===== src/rtl/pe_seq_pkg.sv =====
// pe_seq_pkg
//   Shared definitions for the PE load sequencer: the sequencer state
//   encoding, default widths and the default filter/ifmap gap length.
package pe_seq_pkg;

  localparam int DATA_WIDTH_DEF = 16;
  localparam int ADDR_WIDTH_DEF = 8;
  localparam int SIZE_WIDTH_DEF = 5;
  localparam int GAP_CYCLES_DEF = 2;

  typedef enum logic [2:0] {
    ST_IDLE,
    ST_F_RD,
    ST_F_WR,
    ST_F_FIN,
    ST_GAP,
    ST_I_RD,
    ST_I_WR,
    ST_I_FIN
  } state_t;

  // True in the states that belong to the ifmap streaming phase.
  function automatic logic is_ifmap_state(input state_t s);
    return (s == ST_I_RD) || (s == ST_I_WR);
  endfunction

endpackage


===== src/rtl/pe_seq_xfer.sv =====
// pe_seq_xfer
//   Read / hold / write word mover shared by the filter and ifmap phases.
//   A read is issued in the RD state; the word arrives on i_rdata one cycle
//   later, during the WR state. If the PE is not ready in that first WR
//   cycle the word is parked in a hold register so o_din stays stable while
//   the source memory output is free to change.
// Ports
//   i_clk, i_rst        clock, synchronous active-high reset
//   i_rd, i_wr          current state is a read / write state
//   i_base, i_off       word address = base + offset (wraps)
//   i_ready             PE port ready for the active phase
//   i_rdata             source memory read data
//   o_ren, o_addr       source memory read strobe and address
//   o_wen, o_din        write strobe and data towards the PE
//   o_xfer              a word is accepted on the coming edge
module pe_seq_xfer #(
  parameter int DATA_WIDTH = 16,
  parameter int ADDR_WIDTH = 8
) (
  input  logic                  i_clk,
  input  logic                  i_rst,
  input  logic                  i_rd,
  input  logic                  i_wr,
  input  logic [ADDR_WIDTH-1:0] i_base,
  input  logic [ADDR_WIDTH-1:0] i_off,
  input  logic                  i_ready,
  input  logic [DATA_WIDTH-1:0] i_rdata,
  output logic                  o_ren,
  output logic [ADDR_WIDTH-1:0] o_addr,
  output logic                  o_wen,
  output logic [DATA_WIDTH-1:0] o_din,
  output logic                  o_xfer
);

  logic [DATA_WIDTH-1:0] r_hold;
  logic                  r_hold_vld;

  // The hold register is loaded in the first WR cycle only; r_hold_vld
  // stays set for as long as the write is still waiting for ready.
  always_ff @(posedge i_clk) begin
    if (i_rst) begin
      r_hold     <= '0;
      r_hold_vld <= 1'b0;
    end else begin
      if (i_wr && !r_hold_vld) begin
        r_hold <= i_rdata;
      end
      r_hold_vld <= i_wr && !i_ready;
    end
  end

  assign o_ren  = i_rd;
  assign o_addr = i_rd ? (i_base + i_off) : '0;
  assign o_wen  = i_wr;
  assign o_din  = i_wr ? (r_hold_vld ? r_hold : i_rdata) : '0;
  assign o_xfer = i_wr && i_ready;

endmodule


===== src/rtl/pe_load_sequencer.sv =====
// pe_load_sequencer
//   Sequences one PE pass: streams filter words from a 1-cycle-latency
//   source memory into the PE filter port, raises filter_done, waits
//   GAP_CYCLES, raises start and streams ifmap_size*ifmap_num ifmap words.
//   Both PE ports are flow-controlled with wen/ready.
// Optional feature
//   PE_SEQ_PERF_EN : adds o_stall_cnt, a saturating count of cycles in which
//                    a write is offered but the PE is not ready.
// Ports
//   i_clk, i_rst                      clock, synchronous active-high reset
//   i_cfg_go, i_cfg_abort             start a pass / abandon it
//   i_cfg_filter_size, i_cfg_ifmap_size, i_cfg_ifmap_num   word counts
//   i_cfg_filter_base, i_cfg_ifmap_base                    start addresses
//   o_mem_ren, o_mem_addr, i_mem_rdata                     source memory
//   o_pe_en                           PE enable (not IDLE)
//   o_filter_wen, o_filter_din, i_filter_ready, o_filter_done
//   o_start, o_ifmap_wen, o_ifmap_din, i_ifmap_ready
//   o_busy, o_done, o_err             status / one-cycle pulses
//   o_stall_cnt                       (PE_SEQ_PERF_EN only)
module pe_load_sequencer
  import pe_seq_pkg::*;
#(
  parameter int DATA_WIDTH = DATA_WIDTH_DEF,
  parameter int ADDR_WIDTH = ADDR_WIDTH_DEF,
  parameter int SIZE_WIDTH = SIZE_WIDTH_DEF,
  parameter int GAP_CYCLES = GAP_CYCLES_DEF
) (
  input  logic                  i_clk,
  input  logic                  i_rst,
  input  logic                  i_cfg_go,
  input  logic                  i_cfg_abort,
  input  logic [SIZE_WIDTH-1:0] i_cfg_filter_size,
  input  logic [SIZE_WIDTH-1:0] i_cfg_ifmap_size,
  input  logic [SIZE_WIDTH-1:0] i_cfg_ifmap_num,
  input  logic [ADDR_WIDTH-1:0] i_cfg_filter_base,
  input  logic [ADDR_WIDTH-1:0] i_cfg_ifmap_base,
  output logic                  o_mem_ren,
  output logic [ADDR_WIDTH-1:0] o_mem_addr,
  input  logic [DATA_WIDTH-1:0] i_mem_rdata,
  output logic                  o_pe_en,
  output logic                  o_filter_wen,
  output logic [DATA_WIDTH-1:0] o_filter_din,
  input  logic                  i_filter_ready,
  output logic                  o_filter_done,
  output logic                  o_start,
  output logic                  o_ifmap_wen,
  output logic [DATA_WIDTH-1:0] o_ifmap_din,
  input  logic                  i_ifmap_ready,
  output logic                  o_busy,
  output logic                  o_done,
  output logic                  o_err
`ifdef PE_SEQ_PERF_EN
  ,
  output logic [15:0]           o_stall_cnt
`endif
);

  // Word counter is wide enough for ifmap_size*ifmap_num without truncation.
  localparam int CW = 2 * SIZE_WIDTH;

  state_t                r_state;
  state_t                w_state_next;
  logic [CW-1:0]         r_cnt;
  logic [CW-1:0]         r_f_total;
  logic [CW-1:0]         r_i_total;
  logic [ADDR_WIDTH-1:0] r_f_base;
  logic [ADDR_WIDTH-1:0] r_i_base;
  logic                  r_filter_done;
  logic                  r_start;
  logic                  r_err;

  logic                  w_cfg_zero;
  logic                  w_go_idle;
  logic                  w_go_ok;
  logic                  w_phase_i;
  logic [CW-1:0]         w_total;
  logic                  w_last;
  logic                  w_gap_last;
  logic                  w_rd;
  logic                  w_wr;
  logic                  w_ready;
  logic                  w_wen;
  logic                  w_xfer;
  logic [DATA_WIDTH-1:0] w_din;

  assign w_cfg_zero = (i_cfg_filter_size == '0) || (i_cfg_ifmap_size == '0) ||
                      (i_cfg_ifmap_num == '0);
  assign w_go_idle  = (r_state == ST_IDLE) && i_cfg_go && !i_cfg_abort;
  assign w_go_ok    = w_go_idle && !w_cfg_zero;

  assign w_phase_i  = is_ifmap_state(r_state);
  assign w_total    = w_phase_i ? r_i_total : r_f_total;
  assign w_last     = (r_cnt == (w_total - CW'(1)));
  // During GAP the word counter is reused as the gap timer.
  assign w_gap_last = (r_cnt == CW'(GAP_CYCLES - 1));

  assign w_rd    = (r_state == ST_F_RD) || (r_state == ST_I_RD);
  assign w_wr    = (r_state == ST_F_WR) || (r_state == ST_I_WR);
  assign w_ready = w_phase_i ? i_ifmap_ready : i_filter_ready;

  pe_seq_xfer #(
    .DATA_WIDTH (DATA_WIDTH),
    .ADDR_WIDTH (ADDR_WIDTH)
  ) u_xfer (
    .i_clk   (i_clk),
    .i_rst   (i_rst),
    .i_rd    (w_rd),
    .i_wr    (w_wr),
    .i_base  (w_phase_i ? r_i_base : r_f_base),
    .i_off   (ADDR_WIDTH'(r_cnt)),
    .i_ready (w_ready),
    .i_rdata (i_mem_rdata),
    .o_ren   (o_mem_ren),
    .o_addr  (o_mem_addr),
    .o_wen   (w_wen),
    .o_din   (w_din),
    .o_xfer  (w_xfer)
  );

  always_comb begin
    w_state_next = r_state;
    case (r_state)
      ST_IDLE:  if (w_go_ok) w_state_next = ST_F_RD;
      ST_F_RD:  w_state_next = ST_F_WR;
      ST_F_WR:  if (w_xfer) w_state_next = w_last ? ST_F_FIN : ST_F_RD;
      ST_F_FIN: w_state_next = ST_GAP;
      ST_GAP:   if (w_gap_last) w_state_next = ST_I_RD;
      ST_I_RD:  w_state_next = ST_I_WR;
      ST_I_WR:  if (w_xfer) w_state_next = w_last ? ST_I_FIN : ST_I_RD;
      ST_I_FIN: w_state_next = ST_IDLE;
      default:  w_state_next = ST_IDLE;
    endcase
    if (i_cfg_abort) begin
      w_state_next = ST_IDLE;
    end
  end

  always_ff @(posedge i_clk) begin
    if (i_rst) begin
      r_state       <= ST_IDLE;
      r_cnt         <= '0;
      r_f_total     <= '0;
      r_i_total     <= '0;
      r_f_base      <= '0;
      r_i_base      <= '0;
      r_filter_done <= 1'b0;
      r_start       <= 1'b0;
      r_err         <= 1'b0;
    end else begin
      r_state <= w_state_next;
      if (i_cfg_abort) begin
        r_cnt         <= '0;
        r_filter_done <= 1'b0;
        r_start       <= 1'b0;
        r_err         <= 1'b0;
      end else begin
        r_err <= w_go_idle && w_cfg_zero;
        if (w_go_idle) begin
          r_filter_done <= 1'b0;
        end
        if (w_go_ok) begin
          r_cnt     <= '0;
          r_f_total <= CW'(i_cfg_filter_size);
          r_i_total <= CW'(i_cfg_ifmap_size) * CW'(i_cfg_ifmap_num);
          r_f_base  <= i_cfg_filter_base;
          r_i_base  <= i_cfg_ifmap_base;
        end
        if (w_xfer) begin
          r_cnt <= w_last ? '0 : (r_cnt + CW'(1));
        end
        if (r_state == ST_F_FIN) begin
          r_filter_done <= 1'b1;
        end
        if (r_state == ST_GAP) begin
          r_cnt <= w_gap_last ? '0 : (r_cnt + CW'(1));
          if (w_gap_last) begin
            r_start <= 1'b1;
          end
        end
        // start drops on the edge that accepts the final ifmap word.
        if ((r_state == ST_I_WR) && w_xfer && w_last) begin
          r_start <= 1'b0;
        end
      end
    end
  end

`ifdef PE_SEQ_PERF_EN
  logic [15:0] r_stall_cnt;

  always_ff @(posedge i_clk) begin
    if (i_rst || i_cfg_abort) begin
      r_stall_cnt <= '0;
    end else if (w_go_idle) begin
      r_stall_cnt <= '0;
    end else if (w_wen && !w_ready && (r_stall_cnt != 16'hFFFF)) begin
      r_stall_cnt <= r_stall_cnt + 16'd1;
    end
  end

  assign o_stall_cnt = r_stall_cnt;
`endif

  assign o_busy        = (r_state != ST_IDLE);
  assign o_pe_en       = o_busy;
  assign o_done        = (r_state == ST_I_FIN);
  assign o_err         = r_err;
  assign o_filter_done = r_filter_done;
  assign o_start       = r_start;
  assign o_filter_wen  = w_wen && !w_phase_i;
  assign o_filter_din  = w_phase_i ? '0 : w_din;
  assign o_ifmap_wen   = w_wen && w_phase_i;
  assign o_ifmap_din   = w_phase_i ? w_din : '0;

endmodule


===== config.mk =====
export PLATFORM = sky130hd
export DESIGN_NAME = pe_load_sequencer
export DESIGN_NICKNAME = d
export VERILOG_FILES = /design/src/rtl/pe_seq_pkg.sv /design/src/rtl/pe_seq_xfer.sv /design/src/rtl/pe_load_sequencer.sv
export SDC_FILE = /design/constraint.sdc
export NUM_CORES = 1
export LEC_CHECK = 0
export ABC_AREA = 0
export BUFFER_PORTS_ARGS = -buffer_cell sky130_fd_sc_hd__buf_2
export CORE_MARGIN = 10
export CORE_UTILIZATION = 51
export CTS_CLUSTER_DIAMETER = 80
export DETAILED_ROUTE_END_ITERATION = 6
export PLACE_DENSITY = 0.78
export REMOVE_ABC_BUFFERS = 1
export SETUP_SLACK_MARGIN = 0.02
export SYNTH_ARGS = -nofsm -noshare
export SYNTH_HDL_FRONTEND = slang
export SYNTH_HIERARCHICAL = 1
export SYNTH_SLANG_ARGS = --single-unit

===== constraint.sdc =====
create_clock -name i_clk -period 3.3 [get_ports i_clk]
set_clock_uncertainty 0.1 [all_clocks]
set_input_delay 0.495 -clock i_clk [delete_from_list [all_inputs] [get_ports i_clk]]
set_output_delay 0.495 -clock i_clk [all_outputs]
set_load 0.005 [all_outputs]

# Word level (Yosys, flattened, before mapping)
# Index checks and enable logic that the tools add are counted.
totals:
  regBits: 64
  inputBits: 53
  wordCells: 84
op_classes:
  addsub: 3
  multipliers: 1
  n_eq_ne: 13
  muxes: 22
  n_bitwise: 1
  reduce_logical: 33
op_table:
  columns: ["cell", "n"]
  rows:
  - ["16-bit two-way mux", 4]
  - ["10-bit two-way mux", 6]
  - ["3-bit case mux with 8 select lines", 1]
  - ["8-bit two-way mux", 2]
  - ["5-bit logical NOT", 3]
  - ["3-bit equality test (second input constant)", 4]
  - ["3-bit two-way mux", 4]
  - ["1-bit logical AND", 11]
  - ["10-bit by 1-bit adder with 10-bit output (second input constant)", 1]
  - ["10-bit by 1-bit equality test with 1-bit output (second input constant)", 1]
  - ["10-bit equality test", 1]
  - ["5-bit by 5-bit multiplier with 10-bit output", 1]
  - ["10-bit by 1-bit subtractor with 10-bit output (second input constant)", 1]
  - ["8-bit adder", 1]
  - ["2-bit inequality test (second input constant)", 4]
  - ["3-bit by 2-bit equality test with 1-bit output (second input constant)", 2]
  - ["3-bit nonzero test", 2]
  - ["1-bit logical NOT", 5]
  - ["1-bit logical OR", 5]
  - ["2-bit two-way mux", 2]
  - ["2-bit AND reduction", 2]
  - ["4-bit AND reduction", 1]
  - ["3-bit by 1-bit equality test with 1-bit output (second input constant)", 1]
  - ["3-bit logical NOT", 1]
  - ["other kinds (5)", 7]

# Logic depth before layout (Yosys ltp)
logic_depth:
  word_depth: 8
  ltp_mapped: 14
  mapped_depth_nobuf: 14

# By module
# The synthesis kept the hierarchy.
by_module_without_submodules:
  columns: ["mod", "instances", "cells_per_inst", "area_each_um2", "seq_area_each_um2"]
  rows:
  - ["pe_load_sequencer", 1, 497, 3686.0, 940.9]
  - ["pe_seq_xfer", 1, 157, 1231.2, 340.3]

# Least setup slack after synthesis
# OpenSTA, ideal clock, no wires.
synth_timing:
  kind: "input -> register"
  startpoint: "in i_cfg_ifmap_size[0]"
  endpoint: "reg r_i_total[9]"
  arrival_ps: 3411
  setup_slack_ps: -269
  path_stages: 12
  path_buffers: 0
  cell_sequence: "nand2_1 fa_1 fa_1 fa_1 inv_1 ha_1 a21oi_1 o21bai_1 a21oi_1 o21ai_0 nor4b_1 a211o_1"
synth_via:
  elab_chain_cells: 6
  elab_cells_between_ends: 7
  cone_classes: "mul (1); reduce/logical (6)"
synth_lines:
  columns: ["element", "line_no", "source"]
  rows:
  - ["from (decl)", "pe_load_sequencer.sv:33", "input logic [SIZE_WIDTH-1:0] i_cfg_ifmap_size,"]
  - ["parallel branches: the longest is 6 deep, another holds 5-bit by 5-bit multiplier with 10-bit output", null, null]
  - ["to (signal assigned)", "pe_load_sequencer.sv:164", "r_i_total <= CW'(i_cfg_ifmap_size) * CW'(i_cfg_ifmap_num);"]
  - ["to (decl)", "pe_load_sequencer.sv:65", "logic [CW-1:0] r_i_total;"]
# Parallel ways; which one is timed is not known.
# A chain may end at the register's enable or synchronous reset.

# Final worst setup path
layout_timing:
  startpoint: "reg r_state[0]"
  endpoint: "out o_mem_addr[7]"
layout_via:
  elab_chain_cells: 5
  elab_cells_between_ends: 8
  cone_classes: "add/sub (1); eq/ne (3); mux (2); reduce/logical (2)"
layout_lines:
  columns: ["element", "line_no", "source"]
  rows:
  - ["from (decl)", "pe_load_sequencer.sv:61", "state_t r_state;"]
  - ["from (signal assigned)", "pe_load_sequencer.sv:150", "r_state <= w_state_next;"]
  - ["3-bit equality test, on equally long branches", "pe_seq_pkg.sv:24, pe_load_sequencer.sv:97", null]
  - ["1-bit logical OR", "pe_seq_pkg.sv:24", "return (s == ST_I_RD) || (s == ST_I_WR);"]
  - ["8-bit two-way mux", "pe_load_sequencer.sv:109", ".i_base (w_phase_i ? r_i_base : r_f_base),"]
  - ["8-bit adder", "pe_seq_xfer.sv:53", "assign o_addr = i_rd ? (i_base + i_off) : '0;"]
  - ["8-bit two-way mux *", "pe_seq_xfer.sv:53", null]
  - ["to (decl)", "pe_load_sequencer.sv:38", "output logic [ADDR_WIDTH-1:0] o_mem_addr,"]
# Every way passes the cells marked *; elsewhere a longest branch is shown, timed or not.

==> results.toml <==
[worst_setup_path]
start_kind = "flop"
cp.arrival_ns = 2.64
worstSetupEndpointType = "primary output"
crit_fanout = 8
required_ns = 2.70
crit_type = "reg -> out"

[power]
p_leak_nw = 2.84
p_per_area_nw_per_um2 = 341
ir_drop_mv = 0.240
power_mw = 2.09

[cells_and_area]
fin_util_pct = 65.6
nFillCells = 814
layout.nets = 858
drive_above_1_share_pct = 26.3
diodes = 0
finish.instance_area_um2 = 6110
syn2layout_area_growth_pct = 24.4
layout_commonest_cell = "nand2_1"
final_cell_mix = "nand2_1, buf_2, dfxtp_1"
final_cell_count_no_fill = 900

[clocking]
root_buffer = "clkbuf_8"
cts_sinks = 64
clk_pin_slew_ns = 0.07
clk_path_buf_depth = 2
numCtsBuffers = 9
h-tree-depth = 3
insertion_delay_ns = 0.35
cts_tree = "done"

[timing]
final_max_slew_viol_count = 0
fmax_mhz = 309
tightest_slew_ns = 1.10
setup_viol = 0
finalCritPeriodShare_pct = 97.9
relSlewSlack_pct = 26.6
finalSetupTns_ns = 0
grt_setup_unrepaired = "true"
hold_viol = 0
min_period_ns = 3.23
worst_slack_ns = 0.0680
holdWs_ns = 0.284

[placement]
dpl.hpwl_mm = 10.7
place_ws_ns = -0.478
place.gp.congestion = 0.916
place_area_um2 = 5680
port_buffers = 101
place_inst = 879

[synthesis]
async_flop_share_pct = 0
synth_warnings = 6
yosysTopAreaCellShare_pct = 26.1
synth_area_leader_cell = "dfxtp_1"
syn_area_um2 = 4920
synth_flop_cell = "dfxtp_1"
syn-mean-instance-area_um2 = 7.52
synthTopCellsByArea = "dfxtp_1, nand2_1, ha_1"
ys_seq_area_share_pct = 26.1
syn_inst = 654
synth-edff-count = 0
ys_types = 61
ys_seq_elements = 64

[global_route]
grt_pass1_wl_mm = 23.3
grt_max_degree = 40
gr-usage-met2_pct = 35.3
grtUsageTotal_pct = 19.5
busiest_layer = "met2"
grtUsageMet3_pct = 4.57
first_global_vias = 5015
overflow = 0
met1_usage_pct = 21.8
antenna_found_initial = 0

[floorplan]
die_y_um = 118
rows = 35
start_util_pct = 52.7
io_pins = 102
die_w_um = 118
core_um2 = 9330
die_area_um2 = 14000

[routing]
drc = 0
dr.first_iter.drc_count = 330
ant_nets = 0
drt-pass1-iter-count = 5
vias = 5081
viasPerCell = 5.65
wirelength_mm = 14.3
wl_per_cell_um = 15.9

[outcome]
status = "completed"

[hold_path]
hold_class = "in -> reg"

[job]
maxCapViolations = 0
[logic make-up (layout without fill, tap and decap cells)]
kind of cell             count (synthesis)  count (layout)  share of synthesized area [%]
XOR/XNOR                                31              31                           5.52
AO/OA/AOI/OAI                          127             127                           16.0
flip-flops                              64              64                           26.1
AND/OR/NAND/NOR                        310             310                           31.2
adder cells (fa/ha/maj)                 38              38                           11.2
buffers and inverters                   64             181                           5.67
multiplexers                            20              20                           4.33
[layout make-up]
class | count | area (um^2) | share of cell area (%)
Clock buffer | 12 | 155 | 2.54
Timing Repair Buffer | 145 | 870 | 14.2
Multi-Input combinational cell | 526 | 3490 | 57.2
Inverter | 21 | 78.8 | 1.29
Sequential cell | 64 | 1290 | 21.1
Clock inverter | 3 | 65.1 | 1.06
Tap cell | 129 | 161 | 2.64
[state kept, by name, summed over array words and instances, names as in the netlist]
| name | cells |
|---|---|
| o_err | 1 |
| o_filter_done | 1 |
| o_start | 1 |
| r_cnt | 10 |
| r_f_base | 8 |
| r_f_total | 5 |
| r_i_base | 8 |
| r_i_total | 10 |
| r_state | 3 |
| u_xfer/r_hold | 16 |
| u_xfer/r_hold_vld | 1 |
[cell usage after synthesis, types with 10 or more instances]
cell type,count
xnor2_1,14
and3_1,20
nor2b_1,23
nor2_1,15
nor3_1,15
dfxtp_1,64
clkbuf_1,29
ha_1,28
nand2_1,159
inv_1,20
a21oi_1,58
and2_1,34
fa_1,10
mux2i_1,19
xor2_1,17
[metal layers]
layer	routed length [um]	vias to the layer above
li1	-	2456
met1	5840	2407
met2	7230	183
met3	893	35
met4	342	0
met5	0	-
[final timing paths]
| path | start | end | slack (ns) | cells after the start |
|---|---|---|---|---|
| worst min register to register | u_xfer/r_hold[12] | u_xfer/r_hold[12] | 0.35 | 2 |
| worst max register to register | r_state[0] | r_cnt[9] | 0.19 | 9 |
| worst max-delay path | r_state[0] | o_mem_addr[7] | 0.07 | 11 |
| worst min-delay path | i_cfg_filter_base[3] | r_f_base[3] | 0.28 | 3 |
[critical path: stages (launching register included)]
cell and delay (ns):
dfxtp_4 0.37, xnor2_2 0.15, nor2_2 0.15, buf_6 0.17, nand2_1 0.06, nand2_1 0.10, ha_4 0.21, a21o_1 0.17
a31o_1 0.22, or3_1 0.39, a21boi_2 0.16, buf_2 0.13
[repair_timing]
item,CTS,global route
gates resized for setup,21,20
setup buffers,3,3
hold buffers,0,0
setup endpoints to repair,7,12
endpoints found under the hold margin,0,0
pin swaps,9,23
[report_power, final]
part,switching (mW),internal [mW]
registers,0.0283,0.797
clock network,0.302,0.462
logic,0.257,0.242
Power figures use the tool's default switching activity.
